--- src/rtl/scorbetta_goa_if.sv ---
// Tile pin bundle for the Game-of-Life accelerator: enable, row data/command inputs,
// registered readout and flag outputs.
interface scorbetta_goa_if;
  logic       ena;
  logic [7:0] ui_in;
  logic [7:0] uio_in;
  logic [7:0] uo_out;
  logic [7:0] uio_out;
  logic [7:0] uio_oe;

  modport master (
    output ena, ui_in, uio_in,
    input  uo_out, uio_out, uio_oe
  );

  modport slave (
    input  ena, ui_in, uio_in,
    output uo_out, uio_out, uio_oe
  );
endinterface

--- src/rtl/scorbetta_goa.sv ---
// 8x8 toroidal Conway grid: row load, single-step/free-run generations, registered readout.
// Optional GOA_GEN_COUNTER_EN adds a 16-bit generation counter readable via uio_in[6].
module scorbetta_goa (
  input logic             clk,
  input logic             rst_n,
  scorbetta_goa_if.slave  bus
);

  logic [7:0][7:0] grid_q, grid_d, next_grid;
  logic [7:0]      uo_q, uo_d;
  logic            empty_q, empty_d;
  logic            stable_q, stable_d;
  logic            step_prev_q, step_prev_d;
  logic [3:0]      nbr;
  logic [2:0]      addr;
  logic            wr, step, run, sel, gen;
`ifdef GOA_GEN_COUNTER_EN
  logic [15:0]     cnt_q, cnt_d;
`endif

  logic unused_in;
  assign unused_in = ^{bus.uio_in[7], sel};

  assign addr = bus.uio_in[2:0];
  assign wr   = bus.uio_in[3];
  assign step = bus.uio_in[4];
  assign run  = bus.uio_in[5];
  assign sel  = bus.uio_in[6];
  // A write swallows a coincident step edge; step_prev still tracks the input.
  assign gen  = !wr && ((step && !step_prev_q) || run);

  // Neighbour offsets 7..9 are -1..+1 modulo 8; the 3-bit cast gives the torus wrap.
  always_comb begin
    next_grid = '0;
    nbr       = '0;
    for (int r = 0; r < 8; r++) begin
      for (int c = 0; c < 8; c++) begin
        nbr = '0;
        for (int dr = 7; dr <= 9; dr++) begin
          for (int dc = 7; dc <= 9; dc++) begin
            if (dr != 8 || dc != 8) begin
              nbr = nbr + {3'b000, grid_q[3'(r + dr)][3'(c + dc)]};
            end
          end
        end
        next_grid[r][c] = (nbr == 4'd3) || (grid_q[r][c] && (nbr == 4'd2));
      end
    end
  end

  always_comb begin
    grid_d      = grid_q;
    uo_d        = uo_q;
    empty_d     = empty_q;
    stable_d    = stable_q;
    step_prev_d = step_prev_q;
`ifdef GOA_GEN_COUNTER_EN
    cnt_d       = cnt_q;
`endif
    if (bus.ena) begin
      step_prev_d = step;
      empty_d     = (grid_q == '0);
      uo_d        = grid_q[addr];
`ifdef GOA_GEN_COUNTER_EN
      if (sel) uo_d = addr[0] ? cnt_q[15:8] : cnt_q[7:0];
`endif
      if (wr) begin
        grid_d[addr] = bus.ui_in;
        stable_d     = 1'b0;
`ifdef GOA_GEN_COUNTER_EN
        cnt_d        = '0;
`endif
      end else if (gen) begin
        grid_d   = next_grid;
        stable_d = (next_grid == grid_q);
`ifdef GOA_GEN_COUNTER_EN
        cnt_d    = cnt_q + 16'd1;
`endif
      end
    end
  end

  always_ff @(posedge clk) begin
    if (rst_n) begin
      grid_q      <= '0;
      uo_q        <= '0;
      empty_q     <= 1'b1;
      stable_q    <= 1'b0;
      step_prev_q <= 1'b0;
`ifdef GOA_GEN_COUNTER_EN
      cnt_q       <= '0;
`endif
    end else begin
      grid_q      <= grid_d;
      uo_q        <= uo_d;
      empty_q     <= empty_d;
      stable_q    <= stable_d;
      step_prev_q <= step_prev_d;
`ifdef GOA_GEN_COUNTER_EN
      cnt_q       <= cnt_d;
`endif
    end
  end

  assign bus.uo_out  = uo_q;
  assign bus.uio_out = {empty_q, stable_q, 6'b000000};
  assign bus.uio_oe  = 8'hC0;

endmodule

--- src/flat_wrapper.sv ---
// flat-port wrapper written by rule: the top's interface ports become plain ports
module scorbetta_goa_flat 
  (clk, rst_n, bus_ena, bus_ui_in, bus_uio_in, bus_uo_out, bus_uio_out, bus_uio_oe);
  scorbetta_goa_if bus_i ();
  input logic clk;
  input logic rst_n;
  input wire logic [$bits(bus_i.ena)-1:0] bus_ena;
  input wire logic [$bits(bus_i.ui_in)-1:0] bus_ui_in;
  input wire logic [$bits(bus_i.uio_in)-1:0] bus_uio_in;
  output wire logic [$bits(bus_i.uo_out)-1:0] bus_uo_out;
  output wire logic [$bits(bus_i.uio_out)-1:0] bus_uio_out;
  output wire logic [$bits(bus_i.uio_oe)-1:0] bus_uio_oe;
  assign bus_i.ena = bus_ena;
  assign bus_i.ui_in = bus_ui_in;
  assign bus_i.uio_in = bus_uio_in;
  assign bus_uo_out = bus_i.uo_out;
  assign bus_uio_out = bus_i.uio_out;
  assign bus_uio_oe = bus_i.uio_oe;
  scorbetta_goa u_core (.clk(clk), .rst_n(rst_n), .bus(bus_i));
endmodule
--- config.mk ---
export PLATFORM = sky130hd
export DESIGN_NAME = scorbetta_goa_flat
export DESIGN_NICKNAME = d
export VERILOG_FILES = /design/src/rtl/scorbetta_goa_if.sv /design/src/rtl/scorbetta_goa.sv /design/src/flat_wrapper.sv
export SDC_FILE = /design/constraint.sdc
export NUM_CORES = 1
export LEC_CHECK = 0
export CAP_MARGIN = 20
export CORE_MARGIN = 5
export CORE_UTILIZATION = 60
export CTS_CLUSTER_DIAMETER = 50
export DETAILED_ROUTE_END_ITERATION = 8
export GPL_ROUTABILITY_DRIVEN = 0
export PLACE_DENSITY = 0.91
export SYNTH_ARGS = -nofsm -noshare
export SYNTH_HDL_FRONTEND = slang
export SYNTH_SLANG_ARGS = --single-unit
--- constraint.sdc ---
create_clock -name clk -period 9.5 [get_ports clk]
set_clock_uncertainty 0.05 [all_clocks]
set_input_delay 0.95 -clock clk [delete_from_list [all_inputs] [get_ports clk]]
set_output_delay 0.95 -clock clk [all_outputs]
set_load 0.1 [all_outputs]
==> results_dict.tcl, run 1 <==
set metrics [dict create \
    worst-setup-path-type "flip-flop to flip-flop" \
    asyncSetResetFlopFracSynth 0 \
    max_ir_drop_vdd_uv 97.48 \
    vias_per_cell 6.682 \
    clk_path_buf_depth 2 \
    layout.filler_cells 564 \
    global_route.overflow_total 0 \
    max_cap_violations 0 \
    worst_path_largest_cell_delay_ns 0.53 \
    finalWorstPathRequiredPeriod_ns 3.978 \
    clock-root-buffer "clkbuf_8" \
    clk_pin_slew_worst_paths_ns 0.08 \
    die-area_mm2 0.009275 \
    vias 4156 \
    final-setup-viol-count 0 \
    run_status "finished, final reports clean" \
    timing.critical_path.required_ns 9.70 \
    grt_setup_unrepaired "false" \
    multiInputGateArea_mm2 0.002570 \
    numClockSinks 75 \
    worstSetupEndpointType "flip-flop" \
    floorplan_row_count 31 \
    grt_use_total 0.2863 \
    place_inst 605 \
    post_synth_inst_count 512 \
    min_path_type "flip-flop to flip-flop" \
    timing.fmax_mhz 251.4 \
    drt-total-wl_um 12440 \
    power-per-cell-area_mw_per_mm2 185.2 \
    cp.arrival_ns 4.18 \
    postSynthRegisterBits 75 \
    grt_pass1_vias 3963 \
    drt_first_iter_violations 686 \
    relSlewSlack 0.2739 \
    final_layout_size_suffix_gt1_frac 0.07648 \
    sequential_element_share_of_the_synthesized_area 0.3359 \
    postSynth.topFlopCell "dfxtp_1" \
    ctsHoldBuffers 0 \
    floorplan.initialDensity 0.6162 \
    cts-htree-levels 3 \
    grt_first_pass_wirelength_um 20150 \
    crit_buf_inv 4 \
    postCtsSetupRepairBufs 0 \
    numCtsBuffers 9 \
    nets 567 \
    boundaryPins 43 \
    chipWidth_um 96.31 \
    grt_antenna_before_repair 0 \
    die_ht_um 96.31 \
    synth_cell_types 45 \
    final_antenna_net_count 0 \
    place.detailed.hpwl_um 8910 \
    setup_tns_ns 0 \
    drc 0 \
    worst_pin_slew_ns 1.086 \
    synth_warnings 0 \
    portBuffers 26 \
    path_delay_family "adder cells" \
    worst_hold_slack_ns 0.4334 \
    register_area_mm2 0.001501 \
    routed_wire_length_per_instance_um 20.00 \
    cp-start-kind "flip-flop" \
    cts.repair.resized 0 \
    maximum_number_of_pins_on_one_net_before_global_route_repair 77 \
    final_core_util 0.6745 \
    synth.cell_area_mm2 0.004469 \
    timing.critical_path.slowest_stage_cell "dfxtp_1" \
    syn-mean-instance-area_um2 8.729 \
    synth_edf_count 0 \
    path_cells "inv_1 > ha_1 > inv_1 > fa_1 > fa_1 > inv_1 > fa_1 > inv_1 > fa_1 > nor4b_1 > and4b_1 > a311oi_1 > nand4_1 > o21ai_0" \
    preCtsSetupSlack_ns 5.573 \
    coreArea_mm2 0.007253 \
    finish.cell_count_without_fillers 622 \
    layout-area-overhead-vs-synth_pct 9.462 \
    num_antenna_cells 0 \
    post_layout_worst_setup_margin_ns 5.522 \
    final_min_period_over_clock_period 0.4187 \
    final-max-slew-violation-count 0 \
    static-leakage-power_nw 1.829 \
    worstPathMaxFanout 6 \
    timing.final.hold_violations 0 \
    cts_tree "yes" \
    clk_latency_ns 0.36 \
    first_pass_iteration_count_of_the_detailed_router 7 \
]
cell usage in the layout, fill, tap and decap left out, drive strengths merged, types with 3 or more instances in the layout:
cell / n
nand2: 28
dfxtp: 75
a311oi: 9
nor3: 3
nor2: 75
buf: 10
a21oi: 14
nor3b: 3
nand4: 17
nor4b: 3
conb: 14
nor4: 17
fa: 16
clkbuf: 12
mux2i: 9
mux4: 10
inv: 43
clkdlybuf4s50: 25
a211oi: 64
nand3b: 3
o21ai: 8
nor2b: 12
ha: 14
nand3: 10
kinds of logic after synthesis:
family	Yosys count	share of synthesized area
AO/OA/AOI/OAI	109	0.1811
AND/OR/NAND/NOR	182	0.2007
flip-flops	75	0.3359
adder cells (fa/ha/maj)	30	0.1109
buffers and inverters	95	0.09910
multiplexers	19	0.07055
other	2	0.001680
registers in the layout, indices dropped and copies added (netlist names):
signal / flops
u_core.grid_q: 64
u_core.bus.uo_out: 8
u_core.empty_q: 1
u_core.stable_q: 1
u_core.step_prev_q: 1
cells in the mapped netlist, types with 2 or more instances:
library cell | instances | share of area
mux4_2 | 10 | 0.050
nor4b_1 | 3 | 0.0059
nor2b_1 | 12 | 0.017
or4_1 | 2 | 0.0034
nor2_1 | 75 | 0.063
nand3_1 | 10 | 0.011
mux2i_1 | 9 | 0.020
nor3_1 | 3 | 0.0034
nor3b_1 | 3 | 0.0050
fa_1 | 16 | 0.072
a211oi_1 | 64 | 0.11
o21ai_0 | 8 | 0.0090
conb_1 | 2 | 0.0017
nand4_1 | 17 | 0.024
nand3b_1 | 3 | 0.0050
dfxtp_1 | 75 | 0.34
buf_4 | 18 | 0.030
buf_1 | 8 | 0.0067
o221ai_1 | 2 | 0.0039
or3_1 | 2 | 0.0028
a21oi_1 | 12 | 0.013
inv_1 | 43 | 0.036
clkbuf_1 | 11 | 0.0092
a22oi_1 | 2 | 0.0034
nor4_1 | 17 | 0.024
nand2_1 | 28 | 0.024
a311oi_1 | 9 | 0.018
a21oi_2 | 2 | 0.0039
a221oi_1 | 2 | 0.0039
nand4b_1 | 2 | 0.0039
ha_1 | 14 | 0.039
buf_2 | 15 | 0.017
power breakdown:
part           switching, mW  internal, mW  leakage (nW)
clock                  0.118         0.142         0.108
sequential            0.0363         0.339         0.620
combinational          0.172        0.0982          1.10
routing by layer:
| metal | share of wire | global-route usage |
|---|---|---|
| met5 | 0 | 0 |
| met4 | 0.060 | 0.1495 |
| met3 | 0.12 | 0.08757 |
| met2 | 0.45 | 0.4388 |
| met1 | 0.37 | 0.3624 |
worst min-delay path, cell delays in order (launching register included):
cell and delay (ns):
dfxtp_1 0.32, nor2_1 0.08, nor3_1 0.04
area by class of cell:
cell class,instances,area share
Sequential cell,75,0.3069
Inverter,43,0.03299
Timing Repair Buffer,35,0.06598
Multi-Input combinational cell,354,0.5253
Clock inverter,4,0.009719
Clock buffer,12,0.03376
Tap cell,99,0.02532
final timing paths:
check,start,to,slack [ns],cells after the start
max,u_core.grid_q[9],u_core.stable_q,5.52,14
min,u_core.bus.uo_out[6],u_core.bus.uo_out[6],0.43,2
max reg2reg,u_core.grid_q[9],u_core.stable_q,5.52,14
min reg2reg,u_core.bus.uo_out[6],u_core.bus.uo_out[6],0.43,2
through the flow:
stage                     power (mW)  cell area [um^2]
final                         0.9059              4892
after global routing          0.9479              4892
after CTS                     0.8981              4885
after detailed placement      0.6434              4672
after global placement        0.6256              4664
after floorplan               0.5773              4514
No activity file was read; power rests on OpenSTA's default activity.
==> inputs of run 2 (changes only) <==
--- a/config.mk
+++ b/config.mk
@@ -7,11 +7,11 @@
 export LEC_CHECK = 0
 export CAP_MARGIN = 20
 export CORE_MARGIN = 5
-export CORE_UTILIZATION = 60
+export CORE_UTILIZATION = 58
 export CTS_CLUSTER_DIAMETER = 50
 export DETAILED_ROUTE_END_ITERATION = 8
 export GPL_ROUTABILITY_DRIVEN = 0
-export PLACE_DENSITY = 0.91
+export PLACE_DENSITY = 0.89
 export SYNTH_ARGS = -nofsm -noshare
 export SYNTH_HDL_FRONTEND = slang
 export SYNTH_SLANG_ARGS = --single-unit
==> constraint.sdc (replaced) <==
create_clock -name clk -period 4.1 [get_ports clk]
set_clock_uncertainty 0.05 [all_clocks]
set_input_delay 0.41 -clock clk [delete_from_list [all_inputs] [get_ports clk]]
set_output_delay 0.41 -clock clk [all_outputs]
set_load 0.1 [all_outputs]
==> run 2 against run 1 <==
Compared with the run above:
- fmax rose by 0.17%
- non-clock buffer count grew 4
- cell area down 0.20%
- clock power is 95% higher
- critical path depth did not move
- sequential power grew 130%
- first-iteration DRC count decreased by 23%
- combinational power grew 130%
- wire length is 2.7% lower
- core utilization is 3.3 points lower
- flip-flop and latch count is the same
- largest power group unchanged
- highest routed layer unchanged
==> results_dict.tcl, run 2 (same netlist as run 1, synthesis figures left out) <==
set metrics [dict create \
    drt-total-wl_um 12110 \
    clk_pin_slew_worst_paths_ns 0.08 \
    cts-htree-levels 3 \
    worst_hold_path.endpoint "u_core.bus.uo_out[6]" \
    chipWidth_um 97.78 \
    grt_pass1_vias 3955 \
    cts_tree "yes" \
    place.detailed.hpwl_um 8764 \
    routed_wire_length_per_instance_um 19.25 \
    num_antenna_cells 0 \
    drc 0 \
    max_cap_violations 0 \
    finalWorstPathRequiredPeriod_ns 3.971 \
    clk_path_buf_depth 2 \
    vias_per_cell 6.421 \
    finish.cell_count_without_fillers 629 \
    cp-start-kind "flip-flop" \
    final-max-slew-violation-count 0 \
    reg2reg_to "u_core.stable_q" \
    first_pass_iteration_count_of_the_detailed_router 5 \
    final-setup-viol-count 0 \
    sequentialPowerShare 0.436 \
    worst_pin_slew_ns 0.9767 \
    numCtsBuffers 9 \
    vias 4039 \
    layout.filler_cells 629 \
    die_ht_um 97.78 \
    maximum_number_of_pins_on_one_net_before_global_route_repair 76 \
    timing.fmax_mhz 251.8 \
    timing.final.hold_violations 0 \
    drt_first_iter_violations 531 \
    grt_met3_use 0.06214 \
    cp.arrival_ns 4.18 \
    largest_register "u_core.grid_q" \
    largest_register_ff_count 64 \
    coreArea_mm2 0.007607 \
    ctsHoldBuffers 0 \
    gr-usage-met2 0.4027 \
    netSwitchingPower_uw 759.1 \
    hold_start "u_core.bus.uo_out[6]" \
    max_ir_drop_vdd_uv 220.9 \
    commonest_non_fill_non_tap_cells_in_the_layout "75 x nor2_1, 75 x dfxtp_1, 64 x a211oi_1" \
    global_route.overflow_total 0 \
    grt_use_total 0.2608 \
    cellInternalPower_mw 1.233 \
    clock-root-buffer "clkbuf_8" \
    setup_tns_ns 0 \
    static-leakage-power_nw 1.819 \
    worst-setup-path-type "flip-flop to flip-flop" \
    nets 571 \
    setup.reg_to_reg.worst_slack_ns 0.13 \
    worstSetupEndpointType "flip-flop" \
    grt_setup_unrepaired "false" \
    floorplan_row_count 32 \
    power-per-cell-area_mw_per_mm2 408.1 \
    portBuffers 26 \
    run_status "finished, final reports clean" \
    timing.critical_path.required_ns 4.31 \
    postCtsSetupRepairBufs 0 \
    combPwrFrac 0.309 \
    final_core_util 0.6418 \
    final_min_period_over_clock_period 0.9685 \
    grt_antenna_before_repair 0 \
    clk_latency_ns 0.37 \
    final_layout_size_suffix_gt1_frac 0.08159 \
    sw_frac_of_total 0.3810 \
    worstPathMaxFanout 6 \
    cts.repair.resized 0 \
    relSlewSlack 0.3468 \
    r2r.worst_path.cells 14 \
    timing.hold.worst_path_depth 2 \
    grt_first_pass_wirelength_um 19830 \
    final_antenna_net_count 0 \
    place_inst 613 \
    floorplan.initialDensity 0.5875 \
    die-area_mm2 0.009561 \
    numClockSinks 75 \
    boundaryPins 43 \
    critical_path.reg2reg.startpoint "u_core.grid_q[9]" \
    layout-area-overhead-vs-synth_pct 9.238 \
    p_clk_frac 0.255 \
    min_path_type "flip-flop to flip-flop" \
    gr-max-usage-layer "met2" \
    grt_util_met1 0.3330 \
]
run 2: changes by cell type in the layout (fill, tap and decap cells not counted):
cell / before / now
clkinvlp_4: 1 / 3
bufinv_16: 1 / 0
clkbuf_8: 12 / 9
buf_4: 9 / 13
clkbuf_1: 0 / 1
inv_6: 0 / 1
run 2: stage by stage:
step / setup WS (ns) / power (mW) / instance area [um^2] / hold WS (ns)
4_1_cts: 0.1856 / 1.983 / 4882 / 0.4342
3_5_place_dp: 0.2016 / 1.485 / 4713 / 0.4200
5_1_grt: 0.006671 / 2.095 / 4882 / 0.4550
3_3_place_gp: 0.4024 / 1.449 / 4713 / 0.4047
2_1_floorplan: 0.6317 / 1.338 / 4514 / 0.3910
6_report: 0.1290 / 1.992 / 4882 / 0.4331
run 2: power groups by stage:
| stage | Clock (mW) | Combinational [mW] | Sequential [mW] |
|---|---|---|---|
| floorplan | 0 | 0.450 | 0.888 |
| global placement | 0 | 0.572 | 0.876 |
| detailed placement | 0 | 0.605 | 0.879 |
| CTS | 0.509 | 0.611 | 0.862 |
| global route | 0.542 | 0.681 | 0.872 |
| finish | 0.507 | 0.616 | 0.868 |
run 2: critical path: stages, from the launching register on:
cell	delay (ns)
dfxtp_1	0.52
inv_1	0.14
ha_1	0.30
inv_1	0.05
fa_1	0.45
fa_1	0.49
inv_1	0.05
fa_1	0.38
inv_1	0.08
fa_1	0.47
nor4bb_1	0.41
mux2i_1	0.15
and4_1	0.17
nand4_1	0.09
o21ai_0	0.08
run 2: cell type report:
cell class	instances	area, um^2	area share
Multi-Input combinational cell	354	2570	0.5264
Sequential cell	75	1501	0.3075
Timing Repair Buffer	39	352.8	0.07227
Inverter	43	161.4	0.03306
Clock buffer	10	127.6	0.02614
Tap cell	102	127.6	0.02614
Clock inverter	6	41.29	0.008457
run 2: how the worst max path moves through the flow:
stage	cells after the start	to	startpoint
after floorplan	14	u_core.stable_q	u_core.grid_q[9]
after global placement	14	u_core.stable_q	u_core.grid_q[9]
after detailed placement	14	u_core.stable_q	u_core.grid_q[9]
after CTS	14	u_core.stable_q	u_core.grid_q[9]
after global routing	14	u_core.stable_q	u_core.grid_q[9]
final	14	u_core.stable_q	u_core.grid_q[9]
run 2: layer usage:
| metal | part of all wire | vias to the layer above |
|---|---|---|
| met5 | 0 | - |
| met1 | 0.38 | 1846 |
| met4 | 0.058 | 0 |
| met3 | 0.11 | 69 |
| li1 | - | 1832 |
| met2 | 0.44 | 292 |
==> inputs of run 3 (changes only) <==
--- a/config.mk
+++ b/config.mk
@@ -5,10 +5,11 @@
 export SDC_FILE = /design/constraint.sdc
 export NUM_CORES = 1
 export LEC_CHECK = 0
-export CAP_MARGIN = 20
+export ABC_AREA = 1
+export CAP_MARGIN = 10
 export CORE_MARGIN = 5
 export CORE_UTILIZATION = 58
-export CTS_CLUSTER_DIAMETER = 50
+export CTS_CLUSTER_DIAMETER = 120
 export DETAILED_ROUTE_END_ITERATION = 8
 export GPL_ROUTABILITY_DRIVEN = 0
 export PLACE_DENSITY = 0.89
==> run 3 against run 2 <==
Compared with the run above:
- wire length increased by 8.5%
- setup slack improved by 0.29 ns
- largest cell class unchanged
- combinational power decreased by 12%
- hold slack got worse by 0.017 ns
- register-to-register slack improved by 0.29 ns
- synthesized cell count increased by 24%
- die area increased by 1.3%
- highest routed layer unchanged
- clock power increased by 3%
==> results_dict.tcl, run 3 <==
set metrics [dict create \
    run_status "finished, final reports clean" \
    final-setup-viol-count 0 \
    global_route.overflow_total 0 \
    combPwrFrac 0.285 \
    timing.final.hold_violations 0 \
    max_cap_violations 0 \
    timing.critical_path.required_ns 4.34 \
    layout-area-overhead-vs-synth_pct 8.223 \
    postSynthRegisterBits 75 \
    final_layout_size_suffix_gt1_frac 0.06748 \
    worst_pin_slew_ns 0.9776 \
    synth.top_cells.by_area "dfxtp_1 33%, inv_1 8.4%, fa_1 7.1%" \
    setup_tns_ns 0 \
    numClockSinks 75 \
    syn-mean-instance-area_um2 7.129 \
    first_pass_iteration_count_of_the_detailed_router 6 \
    finalPower_mw 1.914 \
    place_inst 738 \
    synth.cell_area_mm2 0.004534 \
    synth_top_area_frac 0.3311 \
    sequentialPowerShare 0.441 \
    layout.filler_cells 657 \
    worstPathMaxFanout 7 \
    synth_cell_types 36 \
    layout.cells.most_common "inv_1" \
    portBuffers 26 \
    synth_edf_count 0 \
    drt-total-wl_um 13140 \
    vias 4578 \
    floorplan.initialDensity 0.5898 \
    sequential_element_share_of_the_synthesized_area 0.3311 \
    power-per-cell-area_mw_per_mm2 390.0 \
    postCtsSetupRepairBufs 0 \
    cp-start-kind "flip-flop" \
    clk_pin_slew_worst_paths_ns 0.08 \
    worstSetupEndpointType "flip-flop" \
    cts-htree-levels 3 \
    cellInternalPower_mw 1.202 \
    netSwitchingPower_uw 711.6 \
    min_path_type "flip-flop to flip-flop" \
    coreArea_mm2 0.007687 \
    grt_antenna_before_repair 0 \
    routed_wire_length_per_instance_um 17.43 \
    final-max-slew-violation-count 0 \
    nets 696 \
    chipWidth_um 98.42 \
    yosys.area.top_type "dfxtp_1" \
    place.detailed.hpwl_um 9469 \
    finish.cell_count_without_fillers 754 \
    grt_pass1_vias 4223 \
    p_clk_frac 0.274 \
    die_ht_um 98.42 \
    grt_use_total 0.2647 \
    post_layout_worst_setup_margin_ns 0.4210 \
    numCtsBuffers 9 \
    commonest_cells_in_the_netlist "101 x inv_1, 76 x nand2_1, 75 x dfxtp_1" \
    asyncSetResetFlopFracSynth 0 \
    num_antenna_cells 0 \
    register_area_mm2 0.001501 \
    synth_warnings 0 \
    largest_register "u_core.grid_q" \
    final_min_period_over_clock_period 0.8973 \
    grt_setup_unrepaired "false" \
    clk_path_buf_depth 2 \
    vias_per_cell 6.072 \
    worst-setup-path-type "flip-flop to flip-flop" \
    relSlewSlack 0.3462 \
    cts_tree "yes" \
    finalWorstPathRequiredPeriod_ns 3.679 \
    clock-root-buffer "clkbuf_8" \
    final_antenna_net_count 0 \
    multiInputGateArea_mm2 0.002421 \
    worst_hold_slack_ns 0.4163 \
    grt_first_pass_wirelength_um 20510 \
    sw_frac_of_total 0.3718 \
    ctsHoldBuffers 0 \
    post-synth-top-count-cell "inv_1" \
    clk_latency_ns 0.36 \
    post_synth_inst_count 636 \
    static-leakage-power_nw 2.032 \
    maximum_number_of_pins_on_one_net_before_global_route_repair 46 \
    cts.repair.resized 0 \
    timing.fmax_mhz 271.8 \
    max_ir_drop_vdd_uv 157.0 \
    cp.arrival_ns 3.92 \
    drc 0 \
    drt_first_iter_violations 582 \
    preCtsSetupSlack_ns 0.4767 \
    commonest_non_fill_non_tap_cells_in_the_layout "101 x inv_1, 76 x nand2_1, 75 x dfxtp_1" \
    floorplan_row_count 32 \
    postSynth.topFlopCell "dfxtp_1" \
    die-area_mm2 0.009687 \
    boundaryPins 43 \
    largest_register_ff_count 64 \
]
==> run 3: cell types whose count changed after synthesis, moves of 18 or more <==
cell / previous run / this run
a211oi_1: 64 / 0
inv_1: 43 / 101
o21ai_0: 8 / 63
a21oi_1: 12 / 62
nand2_1: 28 / 76
o22ai_1: 0 / 18
==> run 3: worst paths after layout <==
check                      from            endpoint  slack (ns)  depth (start not counted)
max            u_core.grid_q[9]     u_core.stable_q        0.42                         18
min reg2reg  u_core.step_prev_q  u_core.step_prev_q        0.42                          2
max reg2reg    u_core.grid_q[9]     u_core.stable_q        0.42                         18
min          u_core.step_prev_q  u_core.step_prev_q        0.42                          2
==> run 3: cell families after synthesis <==
group	count (synthesis)	share of synthesized area
fa+ha+maj	30	0.1093
compound gates	167	0.2034
flops	75	0.3311
other cells	2	0.001656
buf+inv	150	0.1449
simple gates	212	0.2097
==> run 3: worst max-delay path, stage by stage, from the launching register on <==
cell     delay, ns
dfxtp_1       0.47
inv_1         0.13
ha_1          0.30
inv_1         0.05
fa_1          0.46
fa_1          0.49
inv_1         0.05
fa_1          0.37
inv_1         0.08
fa_1          0.40
inv_1         0.06
nand2_1       0.04
nor2_1        0.16
nand3_1       0.10
nand2_1       0.10
nand3_1       0.07
nor2_1        0.11
nor2_1        0.05
nor2_1        0.08
==> run 3: cell type report <==
| type | count | share of cell area |
|---|---|---|
| clock buffers | 14 | 0.03315 |
| clock inverters | 2 | 0.002040 |
| repair buffers | 27 | 0.05456 |
| flip-flops and latches | 75 | 0.3060 |
| multi-input cells | 423 | 0.4934 |
| inverters | 111 | 0.08491 |
| well taps | 102 | 0.02601 |
==> run 3: through the flow <==
step           utilization  cell area [um^2]
2_1_floorplan            -              4579
3_3_place_gp        0.6159              4735
3_5_place_dp        0.6159              4735
4_1_cts             0.6383              4907
5_1_grt             0.6383              4907
6_report            0.6383              4907
==> run 3: power by group through the flow <==
| stage | registers, mW | clock network, mW | logic, mW |
|---|---|---|---|
| after floorplan | 0.880 | 0 | 0.382 |
| after global placement | 0.854 | 0 | 0.504 |
| after detailed placement | 0.856 | 0 | 0.531 |
| after CTS | 0.841 | 0.510 | 0.534 |
| after global routing | 0.848 | 0.544 | 0.599 |
| final | 0.845 | 0.524 | 0.545 |
==> run 3: metal layers <==
layer / up-vias / part of all wire / track usage
met1: 2038 / 0.36 / 0.3326
met2: 390 / 0.44 / 0.4103
met3: 79 / 0.14 / 0.07360
li1: 2071 / - / -
met4: 0 / 0.060 / 0.1481
met5: - / 0 / 0
